`src/rtl/fb_stream_to_video_if.sv`:
```
// Framebuffer pixel stream: start/data/dv forward, ready back.
// Driven by the framebuffer reader, consumed by the video timing block.
interface fb_stream_to_video_if;
  logic        start;
  logic [30:0] data;
  logic        dv;
  logic        ready;

  modport master (
    output start,
    output data,
    output dv,
    input  ready
  );

  modport slave (
    input  start,
    input  data,
    input  dv,
    output ready
  );
endinterface

```
`src/rtl/fb_stream_to_video.sv`:
```
// Framebuffer stream to DVI raster: elastic FIFO, timing generator
// and frame-lock FSM that blanks and resyncs on misalignment.
module fb_stream_to_video #(
  parameter int H_ACTIVE = 640,
  parameter int H_FP     = 16,
  parameter int H_SYNC   = 96,
  parameter int H_BP     = 48,
  parameter int V_ACTIVE = 480,
  parameter int V_FP     = 10,
  parameter int V_SYNC   = 2,
  parameter int V_BP     = 33,
  parameter bit SYNC_POL = 1'b0,
  parameter int FIFO_AW  = 4
) (
  input  logic                 iCLK,
  input  logic                 iRESET,
  fb_stream_to_video_if.slave  fb,
  output logic [7:0]           oRED,
  output logic [7:0]           oGRN,
  output logic [7:0]           oBLU,
  output logic                 oHS,
  output logic                 oVS,
  output logic                 oDE,
  output logic                 oSOF,
  output logic                 oUNDERFLOW,
  output logic                 oRESYNC
);

  localparam int H_TOTAL =
    H_ACTIVE + H_FP + H_SYNC + H_BP;
  localparam int V_TOTAL =
    V_ACTIVE + V_FP + V_SYNC + V_BP;
  localparam int HW = $clog2(H_TOTAL);
  localparam int VW = $clog2(V_TOTAL);
  localparam int DEPTH = 1 << FIFO_AW;
  localparam int CW = FIFO_AW + 1;

  localparam logic [HW-1:0] H_LAST =
    HW'(H_TOTAL - 1);
  localparam logic [VW-1:0] V_LAST =
    VW'(V_TOTAL - 1);
  localparam logic [HW-1:0] H_ACT =
    HW'(H_ACTIVE);
  localparam logic [VW-1:0] V_ACT =
    VW'(V_ACTIVE);
  localparam logic [HW-1:0] HS_BEG =
    HW'(H_ACTIVE + H_FP);
  localparam logic [HW-1:0] HS_END =
    HW'(H_ACTIVE + H_FP + H_SYNC);
  localparam logic [VW-1:0] VS_BEG =
    VW'(V_ACTIVE + V_FP);
  localparam logic [VW-1:0] VS_END =
    VW'(V_ACTIVE + V_FP + V_SYNC);
  localparam logic [CW-1:0] FULL =
    CW'(DEPTH);

  typedef enum logic {
    HUNT,
    LOCK
  } state_t;

  state_t state;
  state_t stateNext;

  logic [24:0]        mem [DEPTH];
  logic [FIFO_AW-1:0] wrPtr;
  logic [FIFO_AW-1:0] rdPtr;
  logic [CW-1:0]      count;
  logic               push;
  logic               pop;
  logic               empty;
  logic               headStart;
  logic [23:0]        headRgb;
  logic               unusedHi;

  logic [HW-1:0] hcnt;
  logic [VW-1:0] vcnt;
  logic          hWrap;
  logic          vWrap;
  logic          active;
  logic          hsAct;
  logic          vsAct;
  logic          origin;

  logic [23:0] rgbNext;
  logic        sofNext;
  logic        ufNext;
  logic        rsNext;

  // FIFO: {start, RGB}; bits [30:24] of the word are dropped
  assign unusedHi  = ^fb.data[30:24];
  assign fb.ready  = (count != FULL) && !iRESET;
  assign push      = fb.dv && fb.ready;
  assign empty     = (count == '0);
  assign headStart = mem[rdPtr][24];
  assign headRgb   = mem[rdPtr][23:0];

  always_ff @(posedge iCLK) begin
    if (push) begin
      mem[wrPtr] <= {fb.start, fb.data[23:0]};
    end
  end

  always_ff @(posedge iCLK or posedge iRESET) begin
    if (iRESET) begin
      wrPtr <= '0;
      rdPtr <= '0;
      count <= '0;
    end else begin
      if (push) begin
        wrPtr <= wrPtr + 1'b1;
      end
      if (pop) begin
        rdPtr <= rdPtr + 1'b1;
      end
      case ({push, pop})
        2'b10:   count <= count + 1'b1;
        2'b01:   count <= count - 1'b1;
        default: count <= count;
      endcase
    end
  end

  // Raster counters free-run; they never stall on the stream
  assign hWrap  = (hcnt == H_LAST);
  assign vWrap  = (vcnt == V_LAST);
  assign active = (hcnt < H_ACT) && (vcnt < V_ACT);
  assign hsAct  = (hcnt >= HS_BEG) && (hcnt < HS_END);
  assign vsAct  = (vcnt >= VS_BEG) && (vcnt < VS_END);
  assign origin = (hcnt == '0) && (vcnt == '0);

  always_ff @(posedge iCLK or posedge iRESET) begin
    if (iRESET) begin
      hcnt <= '0;
      vcnt <= '0;
    end else begin
      hcnt <= hWrap ? '0 : hcnt + 1'b1;
      if (hWrap) begin
        vcnt <= vWrap ? '0 : vcnt + 1'b1;
      end
    end
  end

  always_comb begin
    stateNext = state;
    pop       = 1'b0;
    rgbNext   = '0;
    sofNext   = 1'b0;
    ufNext    = 1'b0;
    rsNext    = 1'b0;
    unique case (state)
      HUNT: begin
        if (!empty) begin
          if (!headStart) begin
            pop = 1'b1;
          end else if (origin) begin
            pop       = 1'b1;
            rgbNext   = headRgb;
            sofNext   = 1'b1;
            stateNext = LOCK;
          end
        end
      end
      LOCK: begin
        // Empty wins over alignment; a lost pixel is not caught up
        if (active) begin
          if (empty) begin
            ufNext = 1'b1;
          end else if (origin != headStart) begin
            rsNext    = 1'b1;
            stateNext = HUNT;
          end else begin
            pop     = 1'b1;
            rgbNext = headRgb;
            sofNext = origin;
          end
        end
      end
      default: stateNext = HUNT;
    endcase
  end

  always_ff @(posedge iCLK or posedge iRESET) begin
    if (iRESET) begin
      state      <= HUNT;
      oDE        <= 1'b0;
      oHS        <= ~SYNC_POL;
      oVS        <= ~SYNC_POL;
      oRED       <= '0;
      oGRN       <= '0;
      oBLU       <= '0;
      oSOF       <= 1'b0;
      oUNDERFLOW <= 1'b0;
      oRESYNC    <= 1'b0;
    end else begin
      state      <= stateNext;
      oDE        <= active;
      oHS        <= hsAct ? SYNC_POL : ~SYNC_POL;
      oVS        <= vsAct ? SYNC_POL : ~SYNC_POL;
      oRED       <= rgbNext[23:16];
      oGRN       <= rgbNext[15:8];
      oBLU       <= rgbNext[7:0];
      oSOF       <= sofNext;
      oUNDERFLOW <= ufNext;
      oRESYNC    <= rsNext;
    end
  end

endmodule

```
`src/flat_wrapper.sv`:
```
// flat-port wrapper written by rule: the top's interface ports become plain ports
module fb_stream_to_video_flat 
#(
  parameter int H_ACTIVE = 640,
  parameter int H_FP     = 16,
  parameter int H_SYNC   = 96,
  parameter int H_BP     = 48,
  parameter int V_ACTIVE = 480,
  parameter int V_FP     = 10,
  parameter int V_SYNC   = 2,
  parameter int V_BP     = 33,
  parameter bit SYNC_POL = 1'b0,
  parameter int FIFO_AW  = 4
)
  (iCLK, iRESET, oRED, oGRN, oBLU, oHS, oVS, oDE, oSOF, oUNDERFLOW, oRESYNC, fb_start, fb_data, fb_dv, fb_ready);
  fb_stream_to_video_if fb_i ();
  input  logic iCLK;
  input  logic iRESET;
  output logic [7:0] oRED;
  output logic [7:0] oGRN;
  output logic [7:0] oBLU;
  output logic oHS;
  output logic oVS;
  output logic oDE;
  output logic oSOF;
  output logic oUNDERFLOW;
  output logic oRESYNC;
  input wire logic [$bits(fb_i.start)-1:0] fb_start;
  input wire logic [$bits(fb_i.data)-1:0] fb_data;
  input wire logic [$bits(fb_i.dv)-1:0] fb_dv;
  output wire logic [$bits(fb_i.ready)-1:0] fb_ready;
  assign fb_i.start = fb_start;
  assign fb_i.data = fb_data;
  assign fb_i.dv = fb_dv;
  assign fb_ready = fb_i.ready;
  fb_stream_to_video #(.H_ACTIVE(H_ACTIVE), .H_FP(H_FP), .H_SYNC(H_SYNC), .H_BP(H_BP), .V_ACTIVE(V_ACTIVE), .V_FP(V_FP), .V_SYNC(V_SYNC), .V_BP(V_BP), .SYNC_POL(SYNC_POL), .FIFO_AW(FIFO_AW)) u_core (.iCLK(iCLK), .iRESET(iRESET), .fb(fb_i), .oRED(oRED), .oGRN(oGRN), .oBLU(oBLU), .oHS(oHS), .oVS(oVS), .oDE(oDE), .oSOF(oSOF), .oUNDERFLOW(oUNDERFLOW), .oRESYNC(oRESYNC));
endmodule
```
`config.mk`:
```
export PLATFORM = sky130hd
export DESIGN_NAME = fb_stream_to_video_flat
export DESIGN_NICKNAME = d
export VERILOG_FILES = /design/src/rtl/fb_stream_to_video_if.sv /design/src/rtl/fb_stream_to_video.sv /design/src/flat_wrapper.sv
export SDC_FILE = /design/constraint.sdc
export NUM_CORES = 1
export LEC_CHECK = 0
export ABC_AREA = 1
export BUFFER_PORTS_ARGS = -buffer_cell sky130_fd_sc_hd__buf_2
export CAP_MARGIN = 20
export CORE_UTILIZATION = 65
export CTS_CLUSTER_DIAMETER = 80
export DETAILED_ROUTE_END_ITERATION = 8
export PLACE_DENSITY_LB_ADDON = 0.05
export SYNTH_ARGS = -nofsm -noshare
export SYNTH_HDL_FRONTEND = slang
export SYNTH_SLANG_ARGS = --single-unit
```
`constraint.sdc`:
```
create_clock -name iCLK -period 9.55 [get_ports iCLK]
set_clock_uncertainty 0.1 [all_clocks]
set_input_delay 0.955 -clock iCLK [delete_from_list [all_inputs] [get_ports iCLK]]
set_output_delay 0.955 -clock iCLK [all_outputs]
set_load 0.005 [all_outputs]
```
==> results of run 1 <==
## where the power goes
part	leakage, nW	internal, mW	switching, mW
Clock	0.749	1.06	0.739
Combinational	2.84	0.487	1.21
Sequential	4.44	2.32	0.102
## worst max-delay path, stage by stage (launching register included)
cell and delay [ps]:
sky130_fd_sc_hd__dfrtp_4 730, sky130_fd_sc_hd__clkinv_2 900, sky130_fd_sc_hd__nand3_1 370, sky130_fd_sc_hd__nand3_1 130, sky130_fd_sc_hd__nand3_1 140, sky130_fd_sc_hd__and2_1 260, sky130_fd_sc_hd__ha_1 290, sky130_fd_sc_hd__nor2_1 140
sky130_fd_sc_hd__nand3_2 710, sky130_fd_sc_hd__o21ai_2 590, sky130_fd_sc_hd__ha_1 370, sky130_fd_sc_hd__xor2_1 120, sky130_fd_sc_hd__ha_1 190, sky130_fd_sc_hd__nor2_1 120, sky130_fd_sc_hd__inv_1 60, sky130_fd_sc_hd__nand3_1 110
sky130_fd_sc_hd__nand2_1 60, sky130_fd_sc_hd__nand2_1 70, sky130_fd_sc_hd__nand2_1 60, sky130_fd_sc_hd__nand2_1 50, sky130_fd_sc_hd__o21ai_0 70
## state kept, by name (all words and copies together) (netlist names)
signal / flops
u_core.oGRN: 8
u_core.vcnt: 10
u_core.oUNDERFLOW: 1
u_core.oVS: 1
u_core.mem: 400
u_core.oRESYNC: 1
u_core.oBLU: 8
u_core.oRED: 8
u_core.wrPtr: 4
u_core.count: 5
u_core.oSOF: 1
u_core.hcnt: 10
u_core.rdPtr: 4
u_core.oDE: 1
u_core.state: 1
u_core.oHS: 1
## layer usage
layer | up-vias | GRT usage (%) | wire [um] | share of wire [%]
li1 | 5720 | - | - | -
met1 | 5920 | 41.3 | 17500 | 40
met2 | 615 | 47.1 | 20500 | 47
met3 | 96 | 4.75 | 3990 | 9.2
met4 | 0 | 11.1 | 1290 | 3.0
met5 | - | 0 | 0 | 0
## how the worst min path moves through the flow
stage	end	start	cells past startpoint
final	u_core.hcnt[0]	u_core.hcnt[0]	1
after global routing	u_core.hcnt[0]	u_core.hcnt[0]	1
after CTS	u_core.hcnt[0]	u_core.hcnt[0]	1
after detailed placement	u_core.hcnt[0]	u_core.hcnt[0]	1
after global placement	u_core.hcnt[0]	u_core.hcnt[0]	1
after floorplan	u_core.hcnt[0]	u_core.hcnt[0]	1
## Yosys cell counts, types with 2 or more instances
library cell / n / area (um2)
sky130_fd_sc_hd__buf_6: 18 / 203
sky130_fd_sc_hd__dfrtp_1: 62 / 1550
sky130_fd_sc_hd__ha_1: 15 / 188
sky130_fd_sc_hd__edfxtp_1: 400 / 12000
sky130_fd_sc_hd__a21oi_2: 6 / 52.6
sky130_fd_sc_hd__buf_2: 19 / 95.1
sky130_fd_sc_hd__nand3_1: 376 / 1880
sky130_fd_sc_hd__nor3_1: 6 / 30.0
sky130_fd_sc_hd__buf_1: 9 / 33.8
sky130_fd_sc_hd__nand3_2: 2 / 20.0
sky130_fd_sc_hd__inv_1: 48 / 180
sky130_fd_sc_hd__clkbuf_1: 17 / 63.8
sky130_fd_sc_hd__xnor2_1: 2 / 17.5
sky130_fd_sc_hd__dfstp_2: 2 / 52.6
sky130_fd_sc_hd__o21ai_0: 22 / 110
sky130_fd_sc_hd__xor2_1: 13 / 114
sky130_fd_sc_hd__nand2_1: 475 / 1780
sky130_fd_sc_hd__buf_4: 27 / 203
sky130_fd_sc_hd__clkinv_1: 3 / 11.3
sky130_fd_sc_hd__nor2_1: 42 / 158
sky130_fd_sc_hd__nor4_1: 2 / 12.5
sky130_fd_sc_hd__a21oi_1: 22 / 110
sky130_fd_sc_hd__nand4_1: 11 / 68.8
## metrics by stage
stage	power, mW	hold WS [ps]	std cells
2_1_floorplan	3.74	349	1610
3_3_place_gp	4.07	375	1973
3_5_place_dp	4.13	384	1976
4_1_cts	5.92	392	2062
5_1_grt	6.21	424	2065
6_report	5.92	389	2065
## kinds of logic after synthesis
family / Yosys count
compound gates: 55
xor+xnor: 15
fa+ha+maj: 15
buf+inv: 142
flops: 464
simple gates: 919
## cell type report
class | instances | share of cell area, %
sequential | 464 | 64.6
clock inverter | 23 | 1.07
timing repair buffer | 75 | 2.44
multi-input combinational | 1004 | 22.5
tap | 384 | 2.28
clock buffer | 63 | 6.14
inverter | 52 | 0.961
==> results_dict.tcl, run 1 <==
set metrics [dict create \
    grt_antenna_before_repair 0 \
    clkSinkCount 464 \
    die_height_um 173 \
    clock_tree.buffer_depth 3 \
    place.port_buffers 58 \
    area_used_by_multi_input_combinational_logic_um2 4740 \
    critPathArrivalTime_ps 6120 \
    critical_path.reg2reg.startpoint "u_core.rdPtr[1]" \
    max_cap_violations 0 \
    route.detailed.vias_per_inst 5.98 \
    number_of_iterations_in_the_first_detailed_routing_pass 5 \
    rows 62 \
    max_slew_margin_pct 24.1 \
    cts_hold_repair.buffers 0 \
    timing.reg2reg.setup_slack_ps 3750 \
    post_synth_design_cell_area_um2 19000 \
    design.final.nets 1693 \
    worst_skew_pair.late_latency_ps 560 \
    layout_worst_path_cycle_share_pct 60.7 \
    syn2layout_area_growth_pct 10.8 \
    criticalPathCategory "reg -> reg" \
    synth_enable_flop_cells 400 \
    crit_required_ps 9870 \
    setup_repair_after_global_routing_missed_its_margin "false" \
    cts_made_buffers 46 \
    synthMuxAreaShare_pct 0 \
    synthesis.instances 1610 \
    vias_after_detailed_routing 12400 \
    register_area_um2 13600 \
    fin_area_um2 21100 \
    yosys_register_bits 464 \
    yosys_warnings 0 \
    synth-adder-area-share_pct 0.986 \
    synth.distinct_cells 34 \
    pwr_density_cell_nw_per_um2 281 \
    worstSetupEndpoint "u_core.count[4]" \
    fp.dieArea_um2 30000 \
    synth.avg_cell_area_um2 11.8 \
    htree_num_levels 2 \
    postSynthNetCount 1660 \
    fmaxAchievable_ghz 0.172 \
    most-common-layout-cells "475 x sky130_fd_sc_hd__nand2_1, 400 x sky130_fd_sc_hd__edfxtp_1, 376 x sky130_fd_sc_hd__nand3_1" \
    postCtsSetupBuffers 0 \
    design.core.area_um2 28800 \
    status "completed" \
    remaining_drc_errors 0 \
    worst_slew_pin_slew_ps 1140 \
    synth_compound_area_share_pct 1.63 \
    place_ws_ps 3900 \
    post-route-min-period_ps 5800 \
    critical_path.endpoint_type "flop" \
    ys_async_rst_share_pct 13.8 \
    die_width_um 173 \
    clock_tree_from_tritoncts "yes" \
    critPathLaunchType "flop" \
    drive_above_1_share_pct 10.8 \
    detailedRoute.firstIterationViolations 1398 \
    final_max_slew_viol_count 0 \
    worst_r2r_path_depth 20 \
    dominantRegCellSynth "sky130_fd_sc_hd__edfxtp_1" \
    setup.worst_path.start "u_core.rdPtr[1]" \
    worst_setup_hold_path_clk_slew_ps 60 \
    drtAntennaViolNets 0 \
    yosysSeqAreaShare_pct 71.5 \
    finalSetupViolCount 0 \
    synthSimpleGateAreaFrac_pct 21.0 \
    cp_max_fo 55 \
    finalWorstSetupSlack_ps 3750 \
    grt_remaining_overflow 0 \
    first_global_vias 11800 \
    power.leakage_nw 8.03 \
    fillCellCount 1892 \
    antenna-diode-count 0 \
    rr_endpoint "u_core.count[4]" \
    final_common_cell "sky130_fd_sc_hd__nand2_1" \
    wire_per_inst_um 21.0 \
    largest_family_of_logic_cells_by_synthesized_area "simple AND/OR/NAND/NOR gates" \
    synth_xor_xnor_area_share_pct 0.690 \
    groute.usage.overall_pct 29.5 \
    detailed_place_hpwl_um 21000 \
    layout.core_utilization_pct 73.3 \
    maximum_ir_drop_on_the_vdd_rail_uv 244 \
    start_util_pct 66.1 \
    cts.repair.resized 0 \
    grt_pass1_wl_um 66400 \
    finalWeightedCongestion 0.877 \
    timing_hold_violations_final 0 \
    grt_start_max_net_pins 132 \
    num_io_pins 66 \
    post_dp_cell_area_um2 19500 \
    cts_root_buf "sky130_fd_sc_hd__clkbuf_16" \
    postRouteWirelength_um 43300 \
    hold_class "reg -> reg" \
    setup_tns_ps 0 \
]
Note: power is estimated with default switching activity, not from simulation.
==> run 2, diff against run 1 <==
- ABC_AREA: 1 -> 0
- CORE_UTILIZATION: 65 -> 55
- clock period: 9.55 -> 5.1 ns (I/O delays scaled with it)
==> run 2 against run 1 <==
Compared with the run above:
- setup slack lost 2900 ps
- clock-buffer cell count grew 1
- cell area fell by 2.4%
- largest cell class unchanged
- routed wire length is 15% lower
- core utilization down 8.7 points
- die area up 11%
- critical path type unchanged
- cell count fell by 31%
- global-route usage is 6.3 points lower
- critical path depth decreased by 2
- synthesized cell count shrank 48%
- sequential share of layout area is 1.6 points higher
==> results_dict.tcl, run 2 <==
set metrics [dict create \
    final_max_slew_viol_count 0 \
    grt_pass1_wl_um 55900 \
    dominantRegCellSynth "sky130_fd_sc_hd__edfxtp_1" \
    place.port_buffers 58 \
    largestRegisters "u_core.mem x400, u_core.hcnt x10, u_core.vcnt x10" \
    rows 65 \
    synth_top_cell_by_area "sky130_fd_sc_hd__edfxtp_1" \
    worst_r2r_path_depth 18 \
    yosys_warnings 0 \
    postRouteWirelength_um 36800 \
    layout_worst_path_cycle_share_pct 83.5 \
    worstSetupEndpoint "u_core.count[4]" \
    criticalPathCategory "reg -> reg" \
    drtAntennaViolNets 0 \
    max_slew_margin_pct 35.8 \
    fp.dieArea_um2 33400 \
    design_power_total_mw 10.6 \
    final_common_cell "sky130_fd_sc_hd__edfxtp_1" \
    worst_slew_pin_slew_ps 962 \
    number_of_iterations_in_the_first_detailed_routing_pass 4 \
    fillCellCount 2132 \
    most_flop_heavy_register "u_core.mem" \
    clock_tree.buffer_depth 3 \
    design.core.area_um2 31900 \
    post_dp_cell_area_um2 19000 \
    fmaxAchievable_ghz 0.235 \
    yosys.cell_count.top_type "sky130_fd_sc_hd__edfxtp_1" \
    critPathArrivalTime_ps 4620 \
    synth.avg_cell_area_um2 21.3 \
    cts.repair.resized 0 \
    yosys-top-cells-area "sky130_fd_sc_hd__edfxtp_1 67%, sky130_fd_sc_hd__mux4_2 16%, sky130_fd_sc_hd__dfrtp_1 8.6%" \
    drt-met1-wl_um 15100 \
    post_synth_design_cell_area_um2 18000 \
    status "completed" \
    maximum_ir_drop_on_the_vdd_rail_uv 385 \
    cts_root_buf "sky130_fd_sc_hd__clkbuf_16" \
    start_util_pct 56.4 \
    postCtsSetupBuffers 0 \
    finalWeightedCongestion 0.785 \
    timing_hold_violations_final 0 \
    clock_tree_from_tritoncts "yes" \
    yosys-top-cells-count "400 x sky130_fd_sc_hd__edfxtp_1, 124 x sky130_fd_sc_hd__mux4_2, 62 x sky130_fd_sc_hd__dfrtp_1, 32 x sky130_fd_sc_hd__nor2_1, 24 x sky130_fd_sc_hd__nor2b_1" \
    remaining_drc_errors 0 \
    finalSetupViolCount 0 \
    grt_remaining_overflow 0 \
    synth.distinct_cells 43 \
    clkSinkCount 464 \
    die_width_um 183 \
    detailedRoute.firstIterationViolations 762 \
    fin_area_um2 20600 \
    groute.usage.overall_pct 23.2 \
    first_global_vias 9190 \
    yosysSeqAreaShare_pct 75.8 \
    htree_num_levels 2 \
    synthesis.instances 843 \
    pwr_density_cell_nw_per_um2 515 \
    die_height_um 183 \
    vias_after_detailed_routing 8514 \
    synth_top_cell_area_share_pct 66.8 \
    cts_made_buffers 47 \
    power.leakage_nw 7.01 \
    critical_path.reg2reg.startpoint "u_core.vcnt[1]" \
    hold-path-cell-count 1 \
    route.detailed.vias_per_inst 6.01 \
    setup_tns_ps 0 \
    ys_async_rst_share_pct 13.8 \
    detailed_place_hpwl_um 20500 \
    final-instance-count-excl-fill 1417 \
    postSynthNetCount 893 \
    timing.reg2reg.setup_slack_ps 840 \
    worst_setup_hold_path_clk_slew_ps 60 \
    cts_hold_repair.buffers 1 \
    synth_enable_flop_cells 400 \
    rr_endpoint "u_core.count[4]" \
    yosys_register_bits 464 \
    met3WireLength_um 2000 \
    critPathLaunchType "flop" \
    critical_path.endpoint_type "flop" \
    cp_max_fo 9 \
    hold_class "in -> reg" \
    post-route-min-period_ps 4260 \
    grt_start_max_net_pins 60 \
    crit_required_ps 5470 \
    design.final.nets 992 \
    drive_above_1_share_pct 31.9 \
    most-common-layout-cells "400 x sky130_fd_sc_hd__edfxtp_1, 124 x sky130_fd_sc_hd__mux4_2, 59 x sky130_fd_sc_hd__dfrtp_1" \
    num_io_pins 66 \
    number_of_flip_flops_in_the_largest_register 400 \
    setup_repair_after_global_routing_missed_its_margin "false" \
    wire_per_inst_um 25.9 \
    setup.worst_path.start "u_core.vcnt[1]" \
    max_cap_violations 0 \
    placed_cells 1326 \
    worst_skew_pair.late_latency_ps 550 \
    top_layer_used "met4" \
    grt_antenna_before_repair 1 \
    syn2layout_area_growth_pct 14.5 \
    met2_length_um 18800 \
]
-- run 2: changes by cell type after synthesis, sizes merged, moves of 12 or more --
cell and change:
nand2 -453, nand3 -368, mux4 +124, buf -57
inv -35, nor2b +25, a21oi -20, o21ai -12
-- run 2: area by class of cell --
cell class                 count  area, um2  area share, %
antenna                        1       2.50         0.0122
clock buffer                  64       1330           6.47
clock inverter                24        259           1.26
inverter                      14       53.8          0.261
multi-input combinational    326       4220           20.5
sequential                   464      13600           66.2
tap                          435        544           2.64
timing repair buffer          89        546           2.65
-- run 2: worst min path at each step --
stage,from,to,slack [ps]
floorplan,u_core.hcnt[0],u_core.hcnt[0],350
global placement,iRESET,u_core.count[4],280
detailed placement,iRESET,u_core.count[4],290
CTS,fb_data[1],u_core.mem[15][1],210
global route,fb_data[1],u_core.mem[15][1],230
finish,fb_data[14],u_core.mem[10][14],230
-- run 2: cells by family (layout without fill, tap and decap cells) --
family,after synthesis,after routing,share of synthesized area (%)
AND/OR/NAND/NOR,132,132,4.01
multiplexers,126,126,15.7
other,0,1,0
buffers and inverters,53,191,1.38
XOR/XNOR,23,23,1.12
flip-flops,464,464,75.8
adder cells (fa/ha/maj),15,15,1.04
AO/OA/AOI/OAI,30,30,1.03
-- run 2: stage by stage --
step           utilization, %  worst slack, ps  hold WS [ps]
2_1_floorplan               -             1320           355
3_3_place_gp             59.4              992           285
3_5_place_dp             59.4              879           293
4_1_cts                  64.5              878           210
5_1_grt                  64.5              552           227
6_report                 64.6              843           227
-- run 2: worst max-delay path, stage by stage (launching register included) --
cell                      delay, ps
sky130_fd_sc_hd__dfrtp_1        440
sky130_fd_sc_hd__inv_1          120
sky130_fd_sc_hd__ha_1           140
sky130_fd_sc_hd__or4b_4         480
sky130_fd_sc_hd__nor3_4         160
sky130_fd_sc_hd__nand4_2        180
sky130_fd_sc_hd__inv_1          140
sky130_fd_sc_hd__ha_1           250
sky130_fd_sc_hd__nor2b_1        180
sky130_fd_sc_hd__a41oi_1        140
sky130_fd_sc_hd__nor2_1         410
sky130_fd_sc_hd__ha_1           440
sky130_fd_sc_hd__xor2_1         180
sky130_fd_sc_hd__ha_1           210
sky130_fd_sc_hd__nand2_1         70
sky130_fd_sc_hd__nor2_1          80
sky130_fd_sc_hd__o21ai_0         80
sky130_fd_sc_hd__a31oi_1        210
sky130_fd_sc_hd__xor2_1         160
-- run 2: per-layer routing --
| metal | vias up | GRT usage [%] |
|---|---|---|
| met3 | 66 | 3.47 |
| met5 | - | 0 |
| met4 | 0 | 6.80 |
| met2 | 254 | 39.8 |
| li1 | 3642 | - |
| met1 | 4552 | 31.1 |
-- run 2: report_power, final --
part / total, mW / internal, mW / switching, mW / leakage, nW
combinational: 2.55 / 1.35 / 1.20 / 1.78
sequential: 4.56 / 4.38 / 0.175 / 4.44
clock: 3.48 / 2.09 / 1.40 / 0.789
total: 10.6 / 7.81 / 2.78 / 7.01
